### config.mk
export PLATFORM = sky130hd
export DESIGN_NAME = flash_spi_arbiter_flat
export DESIGN_NICKNAME = d
export VERILOG_FILES = /design/src/rtl/flash_spi_arbiter_if.sv /design/src/rtl/flash_spi_arbiter.sv /design/src/flat_wrapper.sv
export SDC_FILE = /design/constraint.sdc
export NUM_CORES = 1
export LEC_CHECK = 0
export CAP_MARGIN = 5
export CELL_PAD_IN_SITES_DETAIL_PLACEMENT = 0
export CELL_PAD_IN_SITES_GLOBAL_PLACEMENT = 1
export CORE_MARGIN = 5
export CORE_UTILIZATION = 29
export DETAILED_ROUTE_END_ITERATION = 8
export MAX_ROUTING_LAYER = met4
export PLACE_DENSITY_LB_ADDON = 0.15
export RECOVER_POWER = 50
export SETUP_SLACK_MARGIN = 0.4
export SYNTH_ARGS = -nofsm -noshare
export SYNTH_HDL_FRONTEND = slang
export SYNTH_SLANG_ARGS = --single-unit
### constraint.sdc
create_clock -name clk -period 1.68 [get_ports clk]
set_input_delay 0.336 -clock clk [delete_from_list [all_inputs] [get_ports clk]]
set_output_delay 0.336 -clock clk [all_outputs]
set_load 0.05 [all_outputs]
### src/rtl/flash_spi_arbiter_if.sv
// Pin bundle between the two SPI masters, the arbiter and the flash pin driver.
// The slave view belongs to the arbiter; the master view belongs to the
// surrounding system (both SPI masters plus the flash pad side).
interface flash_spi_arbiter_if;
  // Requester A (core EEPROM port)
  logic a_req;
  logic a_grant;
  logic a_csn;
  logic a_sck;
  logic a_mosi;
  logic a_holdn;
  logic a_wpn;
  logic a_miso;
  // Requester B (boot / image loader path)
  logic b_req;
  logic b_grant;
  logic b_csn;
  logic b_sck;
  logic b_mosi;
  logic b_holdn;
  logic b_wpn;
  logic b_miso;
  // Flash pin driver side
  logic flash_csn;
  logic flash_sck;
  logic flash_mosi;
  logic flash_holdn;
  logic flash_wpn;
  logic flash_miso;
  // Status
  logic busy;

  modport slave (
    input  a_req, a_csn, a_sck, a_mosi, a_holdn, a_wpn,
    output a_grant, a_miso,
    input  b_req, b_csn, b_sck, b_mosi, b_holdn, b_wpn,
    output b_grant, b_miso,
    output flash_csn, flash_sck, flash_mosi, flash_holdn, flash_wpn,
    input  flash_miso,
    output busy
  );

  modport master (
    output a_req, a_csn, a_sck, a_mosi, a_holdn, a_wpn,
    input  a_grant, a_miso,
    output b_req, b_csn, b_sck, b_mosi, b_holdn, b_wpn,
    input  b_grant, b_miso,
    input  flash_csn, flash_sck, flash_mosi, flash_holdn, flash_wpn,
    output flash_miso,
    input  busy
  );
endinterface

### src/rtl/flash_spi_arbiter.sv
// Two-master arbiter for the on-board SPI config flash.
// Ownership only moves at a transaction boundary (owner's req low and csn high),
// followed by a forced csn-high gap, so neither master can corrupt the other.
// Flash pins are registered copies of the owner's pins (one cycle of delay).
module flash_spi_arbiter #(
  parameter int C_idle_min = 4,
  parameter int C_rr       = 1
) (
  input  logic                 clk,
  input  logic                 reset,
  flash_spi_arbiter_if.slave   bus
);

  localparam int CNT_W = $clog2(C_idle_min) + 1;
  localparam logic [CNT_W-1:0] GAP_LOAD = CNT_W'(C_idle_min - 1);
  localparam logic [CNT_W-1:0] CNT_ZERO = {CNT_W{1'b0}};
  localparam logic [CNT_W-1:0] CNT_ONE  = CNT_W'(1'b1);
  localparam logic             RR_EN    = (C_rr != 0);

  // Pin bundle order: {csn, sck, mosi, holdn, wpn}; idle = deselected, clock low,
  // hold and write-protect released.
  localparam logic [4:0] PINS_IDLE = 5'b10011;

  typedef enum logic [1:0] {
    ST_IDLE  = 2'd0,
    ST_OWN_A = 2'd1,
    ST_OWN_B = 2'd2,
    ST_GAP   = 2'd3
  } state_t;

  state_t           state_q, state_d;
  logic             last_b_q, last_b_d;     // 1 = B was served last
  logic [CNT_W-1:0] cnt_q, cnt_d;
  logic             a_grant_q, a_grant_d;
  logic             b_grant_q, b_grant_d;
  logic             busy_q, busy_d;
  logic [4:0]       flash_pins_q, flash_pins_d;

  logic [4:0]       a_pins_s;
  logic [4:0]       b_pins_s;
  logic             pick_b_s;

  assign a_pins_s = {bus.a_csn, bus.a_sck, bus.a_mosi, bus.a_holdn, bus.a_wpn};
  assign b_pins_s = {bus.b_csn, bus.b_sck, bus.b_mosi, bus.b_holdn, bus.b_wpn};

  // B wins when it is the only requester, or on a tie in round-robin mode when
  // A was the last one served. With fixed priority A takes every tie.
  assign pick_b_s = bus.b_req && (!bus.a_req || (RR_EN && !last_b_q));

  // Next-state, grant and pin-forwarding decisions for the ownership FSM.
  always_comb begin
    state_d      = state_q;
    last_b_d     = last_b_q;
    cnt_d        = cnt_q;
    a_grant_d    = 1'b0;
    b_grant_d    = 1'b0;
    flash_pins_d = PINS_IDLE;

    case (state_q)
      ST_IDLE: begin
        if (bus.a_req || bus.b_req) begin
          if (pick_b_s) begin
            state_d   = ST_OWN_B;
            b_grant_d = 1'b1;
            last_b_d  = 1'b1;
          end else begin
            state_d   = ST_OWN_A;
            a_grant_d = 1'b1;
            last_b_d  = 1'b0;
          end
        end else begin
          state_d = ST_IDLE;
        end
      end

      ST_OWN_A: begin
        // Release only at a clean boundary; a dropped req with csn still low
        // keeps the grant so the transaction finishes untouched.
        if (!bus.a_req && bus.a_csn) begin
          state_d = ST_GAP;
          cnt_d   = GAP_LOAD;
        end else begin
          a_grant_d    = 1'b1;
          flash_pins_d = a_pins_s;
        end
      end

      ST_OWN_B: begin
        if (!bus.b_req && bus.b_csn) begin
          state_d = ST_GAP;
          cnt_d   = GAP_LOAD;
        end else begin
          b_grant_d    = 1'b1;
          flash_pins_d = b_pins_s;
        end
      end

      ST_GAP: begin
        // Requests arriving here wait; they are re-arbitrated from IDLE.
        if (cnt_q == CNT_ZERO) begin
          state_d = ST_IDLE;
        end else begin
          cnt_d = cnt_q - CNT_ONE;
        end
      end

      default: begin
        state_d = ST_IDLE;
        cnt_d   = CNT_ZERO;
      end
    endcase

    busy_d = (state_d != ST_IDLE);
  end

  // Ownership FSM state and every registered output, with synchronous reset.
  always_ff @(posedge clk) begin
    if (reset) begin
      state_q      <= ST_IDLE;
      last_b_q     <= 1'b1;
      cnt_q        <= CNT_ZERO;
      a_grant_q    <= 1'b0;
      b_grant_q    <= 1'b0;
      busy_q       <= 1'b0;
      flash_pins_q <= PINS_IDLE;
    end else begin
      state_q      <= state_d;
      last_b_q     <= last_b_d;
      cnt_q        <= cnt_d;
      a_grant_q    <= a_grant_d;
      b_grant_q    <= b_grant_d;
      busy_q       <= busy_d;
      flash_pins_q <= flash_pins_d;
    end
  end

  // Return path: only the owner sees flash data, everyone else reads idle-high.
  always_comb begin
    if (state_q == ST_OWN_A) begin
      bus.a_miso = bus.flash_miso;
    end else begin
      bus.a_miso = 1'b1;
    end
    if (state_q == ST_OWN_B) begin
      bus.b_miso = bus.flash_miso;
    end else begin
      bus.b_miso = 1'b1;
    end
  end

  assign bus.a_grant     = a_grant_q;
  assign bus.b_grant     = b_grant_q;
  assign bus.busy        = busy_q;
  assign bus.flash_csn   = flash_pins_q[4];
  assign bus.flash_sck   = flash_pins_q[3];
  assign bus.flash_mosi  = flash_pins_q[2];
  assign bus.flash_holdn = flash_pins_q[1];
  assign bus.flash_wpn   = flash_pins_q[0];

endmodule

### src/flat_wrapper.sv
// flat-port wrapper written by rule: the top's interface ports become plain ports
module flash_spi_arbiter_flat 
#(
  parameter int C_idle_min = 4,
  parameter int C_rr       = 1
)
  (clk, reset, bus_a_req, bus_a_csn, bus_a_sck, bus_a_mosi, bus_a_holdn, bus_a_wpn, bus_a_grant, bus_a_miso, bus_b_req, bus_b_csn, bus_b_sck, bus_b_mosi, bus_b_holdn, bus_b_wpn, bus_b_grant, bus_b_miso, bus_flash_csn, bus_flash_sck, bus_flash_mosi, bus_flash_holdn, bus_flash_wpn, bus_flash_miso, bus_busy);
  flash_spi_arbiter_if bus_i ();
  input  logic clk;
  input  logic reset;
  input wire logic [$bits(bus_i.a_req)-1:0] bus_a_req;
  input wire logic [$bits(bus_i.a_csn)-1:0] bus_a_csn;
  input wire logic [$bits(bus_i.a_sck)-1:0] bus_a_sck;
  input wire logic [$bits(bus_i.a_mosi)-1:0] bus_a_mosi;
  input wire logic [$bits(bus_i.a_holdn)-1:0] bus_a_holdn;
  input wire logic [$bits(bus_i.a_wpn)-1:0] bus_a_wpn;
  output wire logic [$bits(bus_i.a_grant)-1:0] bus_a_grant;
  output wire logic [$bits(bus_i.a_miso)-1:0] bus_a_miso;
  input wire logic [$bits(bus_i.b_req)-1:0] bus_b_req;
  input wire logic [$bits(bus_i.b_csn)-1:0] bus_b_csn;
  input wire logic [$bits(bus_i.b_sck)-1:0] bus_b_sck;
  input wire logic [$bits(bus_i.b_mosi)-1:0] bus_b_mosi;
  input wire logic [$bits(bus_i.b_holdn)-1:0] bus_b_holdn;
  input wire logic [$bits(bus_i.b_wpn)-1:0] bus_b_wpn;
  output wire logic [$bits(bus_i.b_grant)-1:0] bus_b_grant;
  output wire logic [$bits(bus_i.b_miso)-1:0] bus_b_miso;
  output wire logic [$bits(bus_i.flash_csn)-1:0] bus_flash_csn;
  output wire logic [$bits(bus_i.flash_sck)-1:0] bus_flash_sck;
  output wire logic [$bits(bus_i.flash_mosi)-1:0] bus_flash_mosi;
  output wire logic [$bits(bus_i.flash_holdn)-1:0] bus_flash_holdn;
  output wire logic [$bits(bus_i.flash_wpn)-1:0] bus_flash_wpn;
  input wire logic [$bits(bus_i.flash_miso)-1:0] bus_flash_miso;
  output wire logic [$bits(bus_i.busy)-1:0] bus_busy;
  assign bus_i.a_req = bus_a_req;
  assign bus_i.a_csn = bus_a_csn;
  assign bus_i.a_sck = bus_a_sck;
  assign bus_i.a_mosi = bus_a_mosi;
  assign bus_i.a_holdn = bus_a_holdn;
  assign bus_i.a_wpn = bus_a_wpn;
  assign bus_a_grant = bus_i.a_grant;
  assign bus_a_miso = bus_i.a_miso;
  assign bus_i.b_req = bus_b_req;
  assign bus_i.b_csn = bus_b_csn;
  assign bus_i.b_sck = bus_b_sck;
  assign bus_i.b_mosi = bus_b_mosi;
  assign bus_i.b_holdn = bus_b_holdn;
  assign bus_i.b_wpn = bus_b_wpn;
  assign bus_b_grant = bus_i.b_grant;
  assign bus_b_miso = bus_i.b_miso;
  assign bus_flash_csn = bus_i.flash_csn;
  assign bus_flash_sck = bus_i.flash_sck;
  assign bus_flash_mosi = bus_i.flash_mosi;
  assign bus_flash_holdn = bus_i.flash_holdn;
  assign bus_flash_wpn = bus_i.flash_wpn;
  assign bus_i.flash_miso = bus_flash_miso;
  assign bus_busy = bus_i.busy;
  flash_spi_arbiter #(.C_idle_min(C_idle_min), .C_rr(C_rr)) u_core (.clk(clk), .reset(reset), .bus(bus_i));
endmodule
## Word-level counts from Yosys, hierarchy flattened

Index checks and enable logic that the tools add are counted.

- Add/sub/neg operators: 1
- Equal/unequal tests: 6
- Muxes and demuxes: 23
- Reduce and logical (&&, ||, !) cells: 14

Operators with widths:

| kind | number |
|---|---|
| $mux W2 | 5 |
| $mux W5 | 2 |
| $pmux W5 S2 | 1 |
| $mux W3 | 3 |
| $pmux W3 S3 | 1 |
| $mux W1 | 8 |
| $pmux W2 S4 | 1 |
| $eq A2 B2 Y1 const B | 2 |
| $ne A2 B1 Y1 const B | 2 |
| $pmux W1 S2 | 2 |
| $reduce_and A4 Y1 | 1 |
| $logic_and A1 B1 Y1 | 3 |
| $logic_not A1 Y1 | 3 |
| $logic_not A3 Y1 | 1 |
| $reduce_bool A3 Y1 | 1 |
| $sub A3 B1 Y3 const B | 1 |
| $eq A2 B1 Y1 const B | 1 |
| $logic_not A2 Y1 | 1 |
| $logic_or A1 B1 Y1 | 2 |
| $ne A2 B2 Y1 const B | 1 |
| $reduce_and A2 Y1 | 1 |
| $reduce_bool A2 Y1 | 1 |

- Register bits after elaboration: 14
- Input bits: 15
- Output and inout bits: 10
- Word-level logic and storage cells: 51

## Logic depth before layout (Yosys ltp)

- Word-level depth: 7
- Depth in mapped cells: 6
- Mapped depth without buffers: 6

## Worst setup path before layout

Ideal clock, no wire load.

- Kind: reg2out
- Start: register u_core.state_q[1]
- End: output bus_a_miso
- Arrival time: 1.122 ns
- Data required time: 1.344 ns
- Path slack: 0.222 ns
- Cell stages (with the launch flop): 5
- Path buffers: 1
- Cell sequence: dfxtp_1 -> inv_1 -> ha_1 -> buf_4 -> nand2b_1

- Longest elaborated chain between the ends: 2

RTL lines:

| what | RTL line | RTL |
|---|---|---|
| start: declaration | flash_spi_arbiter.sv:31 | `state_t state_q, state_d;` |
| start signal: assignment | flash_spi_arbiter.sv:127 | `state_q <= state_d;` |
| $eq A2 B1 Y1 | flash_spi_arbiter.sv:139 | `if (state_q == ST_OWN_A) begin` |
| $mux W1 | flash_spi_arbiter.sv:139 |  |
| end: declaration | flat_wrapper.sv:18 | `output wire logic [$bits(bus_i.a_miso)-1:0] bus_a_miso;` |

Every way passes these cells.

## Worst setup path after layout

- Start: input bus_a_req
- End: register u_core.cnt_q[2]

- Longest elaborated chain between the ends: 4

RTL lines:

| what | RTL line | RTL |
|---|---|---|
| start: declaration | flat_wrapper.sv:11 | `input wire logic [$bits(bus_i.a_req)-1:0] bus_a_req;` |
| $logic_not A1 Y1 | flash_spi_arbiter.sv:79 | `if (!bus.a_req && bus.a_csn) begin` |
| $logic_and A1 B1 Y1 | flash_spi_arbiter.sv:79 |  |
| $ne A2 B1 Y1 (no source line) | - |  |
| $reduce_and A4 Y1 (no source line) | - |  |
| end signal: assignment | flash_spi_arbiter.sv:129 | `cnt_q <= cnt_d;` |
| end: declaration | flash_spi_arbiter.sv:33 | `logic [CNT_W-1:0] cnt_q, cnt_d;` |

Every way passes these cells.
A chain may end at the register's enable or synchronous reset.

==> metrics.txt <==
IO Count 25; initial core utilization 30.02%; Worst-Margin Slew 0.6031 ns; Reg clk slew, reported paths 0.09 ns; max-cap violations 0; Crit path largest cell delay 0.57 ns; Final Power 983.9 uW; vias in the first global route 710; post-synthesis sequential area ratio 38.03%; CP bufs+invs 1; Clock Latency Late Sink 0.28 ns; final wirelength 2012 um; largest area contributor in the synthesized netlist dfxtp_1; Clock H-tree levels 1; Main synth FF type dfxtp_1; most common cell after layout, fill and taps aside clkdlybuf4s50_1; Cell Area, Placed 1072 um^2; clk_skew 0.006355 ns; Core ar. 2455 um^2; outcome finished, final reports clean; Peak VDD IR 714.9 uV; Sequential Power Share 39.3%; FF+latch count, synth 14; Yosys top cell area share 38.03%; CTS tree yes; Antenna Diode Count 0; number of remaining DRC errors 0; crit start category primary input; PwrDens 834.8 nW/um^2; Horiz. Die Dim 60.41 um; DPL Wire Length 1502 um; Crit Path Max Fanout 5; slew margin rel. 59.96%; asr flop ratio synth 0%; Fmax 676.2 MHz; Mapped Cells 80; Post-synth EDFFs 0; Die Y 60.41 um; Initial DRC Count 32; CTS Buf Count 3; area grow syn2layout 59.93%; Worst Path Arrival 1.72 ns; critical path cell sequence dlygate4sd3_1 -> nand2b_4 -> a22oi_4 -> and3_4 -> a41o_1; net switching power 338.7 uW; vias after detailed routing 703; Final Slew Violations 0; CP required 1.92 ns; part of the cycle the worst path needs 88.03%; via/cell ratio 4.782; Crit. End Element register; root buffer cell clkbuf_4; Combinational Power Share 35.3%; Synth Warn # 0; fin util 48.01%; Synth cell types 30; die area 3649 um^2; initial antenna violation count 0; Avg Cell Area, Syn 9.212 um^2; Remaining Overflow, GRT 0; Nets 139; routed len/inst 13.69 um; largest net degree at the start of global routing 10; GPL Wtd Cong 0.7343; final instance area 1179 um^2; switch share 34.43%; GRT Total Usage 12.75%; final hold vios 0; unrepaired setup endpoints after global routing yes; Syn Nets 101; 1st-pass router iterations 3; share of power burned in the clock network 25.4%; Crit Path Class in -> reg; setup TNS 0 ns; post-route ant nets 0; CTS Hold Bufs 0; P_int 645.2 uW; Crit-path slowest cell dlygate4sd3_1; Max Root-Sink Buffers 2; Post-Syn Area 737.0 um^2; minimum clock period 1.479 ns; top cells by area, synth dfxtp_1 (38%), ha_1 (10%), a21oi_1 (4.8%); row count 18; most frequent cells in the layout clkdlybuf4s50_1 (13), dfxtp_1 (11), buf_4 (9); CP delay by family, top buffers and inverters; Pleak 0.4727 nW; Worst Hold Class reg -> reg; share of cells above drive strength 1 29.91%; hold_ws 0.4454 ns; CTS Sinks 14; Buffers on Ports 24; setup violators final 0; first-pass GRT wire length 3284 um
[state kept, by name (all words and copies together), names as in the netlist]
register / count
u_core.bus.a_grant: 1
u_core.bus.b_grant: 1
u_core.bus.busy: 1
u_core.cnt_q: 3
u_core.flash_pins_q: 5
u_core.last_b_q: 1
u_core.state_q: 2
[kinds of logic (layout without fill, tap and decap cells)]
logic type,count (synthesis),in the layout,share of synthesized area [%]
compound gates,28,28,26.49
fa+ha+maj,6,6,10.19
buf+inv,9,46,6.113
flops,14,14,38.03
simple gates,23,23,19.18
[layout make-up]
class	instances	area (um^2)
clock buffer	4	36.28
fill	264	1276
inverter	7	31.28
multi-input combinational	57	484.2
sequential	14	289.0
tap	30	37.54
timing repair buffer	35	300.3
[power by group through the flow]
| stage | clock network (mW) | logic, mW | registers, mW |
|---|---|---|---|
| 2_1_floorplan | 0 | 0.150 | 0.450 |
| 3_3_place_gp | 0 | 0.325 | 0.391 |
| 3_5_place_dp | 0 | 0.326 | 0.393 |
| 4_1_cts | 0.259 | 0.356 | 0.387 |
| 5_1_grt | 0.275 | 0.380 | 0.390 |
| 6_report | 0.250 | 0.347 | 0.387 |
[synth_stat cells (2+ instances only)]
| master | n |
|---|---|
| dfxtp_1 | 14 |
| a21oi_1 | 7 |
| inv_1 | 7 |
| o21ai_0 | 7 |
| ha_1 | 6 |
| nand2_1 | 4 |
| nand2b_1 | 4 |
| a31oi_1 | 3 |
| nand3_1 | 3 |
| a21o_1 | 2 |
| a32oi_1 | 2 |
| nor2_1 | 2 |
| nor2b_1 | 2 |
[routing by layer]
| layer | up-vias | track usage [%] | routed length, um | part of all wire (%) |
|---|---|---|---|---|
| li1 | 366 | - | - | - |
| met1 | 318 | 14.40 | 872 | 43 |
| met2 | 19 | 21.60 | 949 | 47 |
| met3 | 0 | 5.319 | 190 | 9.4 |
| met4 | 0 | 1.858 | 0 | 0 |
| met5 | - | - | 0 | 0 |
[through the flow]
| step | cells | setup WS (ns) |
|---|---|---|
| floorplan | 80 | 0.3979 |
| global placement | 138 | -0.02766 |
| detailed placement | 138 | -0.02847 |
| CTS | 146 | 0.2389 |
| global route | 147 | 0.1454 |
| finish | 147 | 0.2010 |
[path summary, 6_finish.rpt]
kind	cells after the start	end	slack (ns)	start
worst max-delay path	5	u_core.cnt_q[2]	0.20	bus_a_req
worst max register to register	5	u_core.cnt_q[2]	0.25	u_core.state_q[0]
worst min-delay path	1	u_core.cnt_q[0]	0.45	u_core.cnt_q[0]
worst min register to register	1	u_core.cnt_q[0]	0.45	u_core.cnt_q[0]
[repair_timing]
| item | 4_1_cts | 5_1_grt |
|---|---|---|
| cloned | 0 | 0 |
| endpoints found under the setup margin | 9 | 12 |
| setup buffers | 4 | 1 |
| gates resized for setup | 12 | 5 |
| pin swaps | 2 | 4 |
[worst reg2reg max path: cells and delay by family (launching register included)]
kind	cells	cell delay, ns
AOI/OAI and AO/OA	2	0.40
adders and majority gates	1	0.31
buffers and inverters	1	0.05
DFF	1	0.40
and+or+nand+nor	1	0.22
Note: power is estimated with default switching activity, not from simulation.
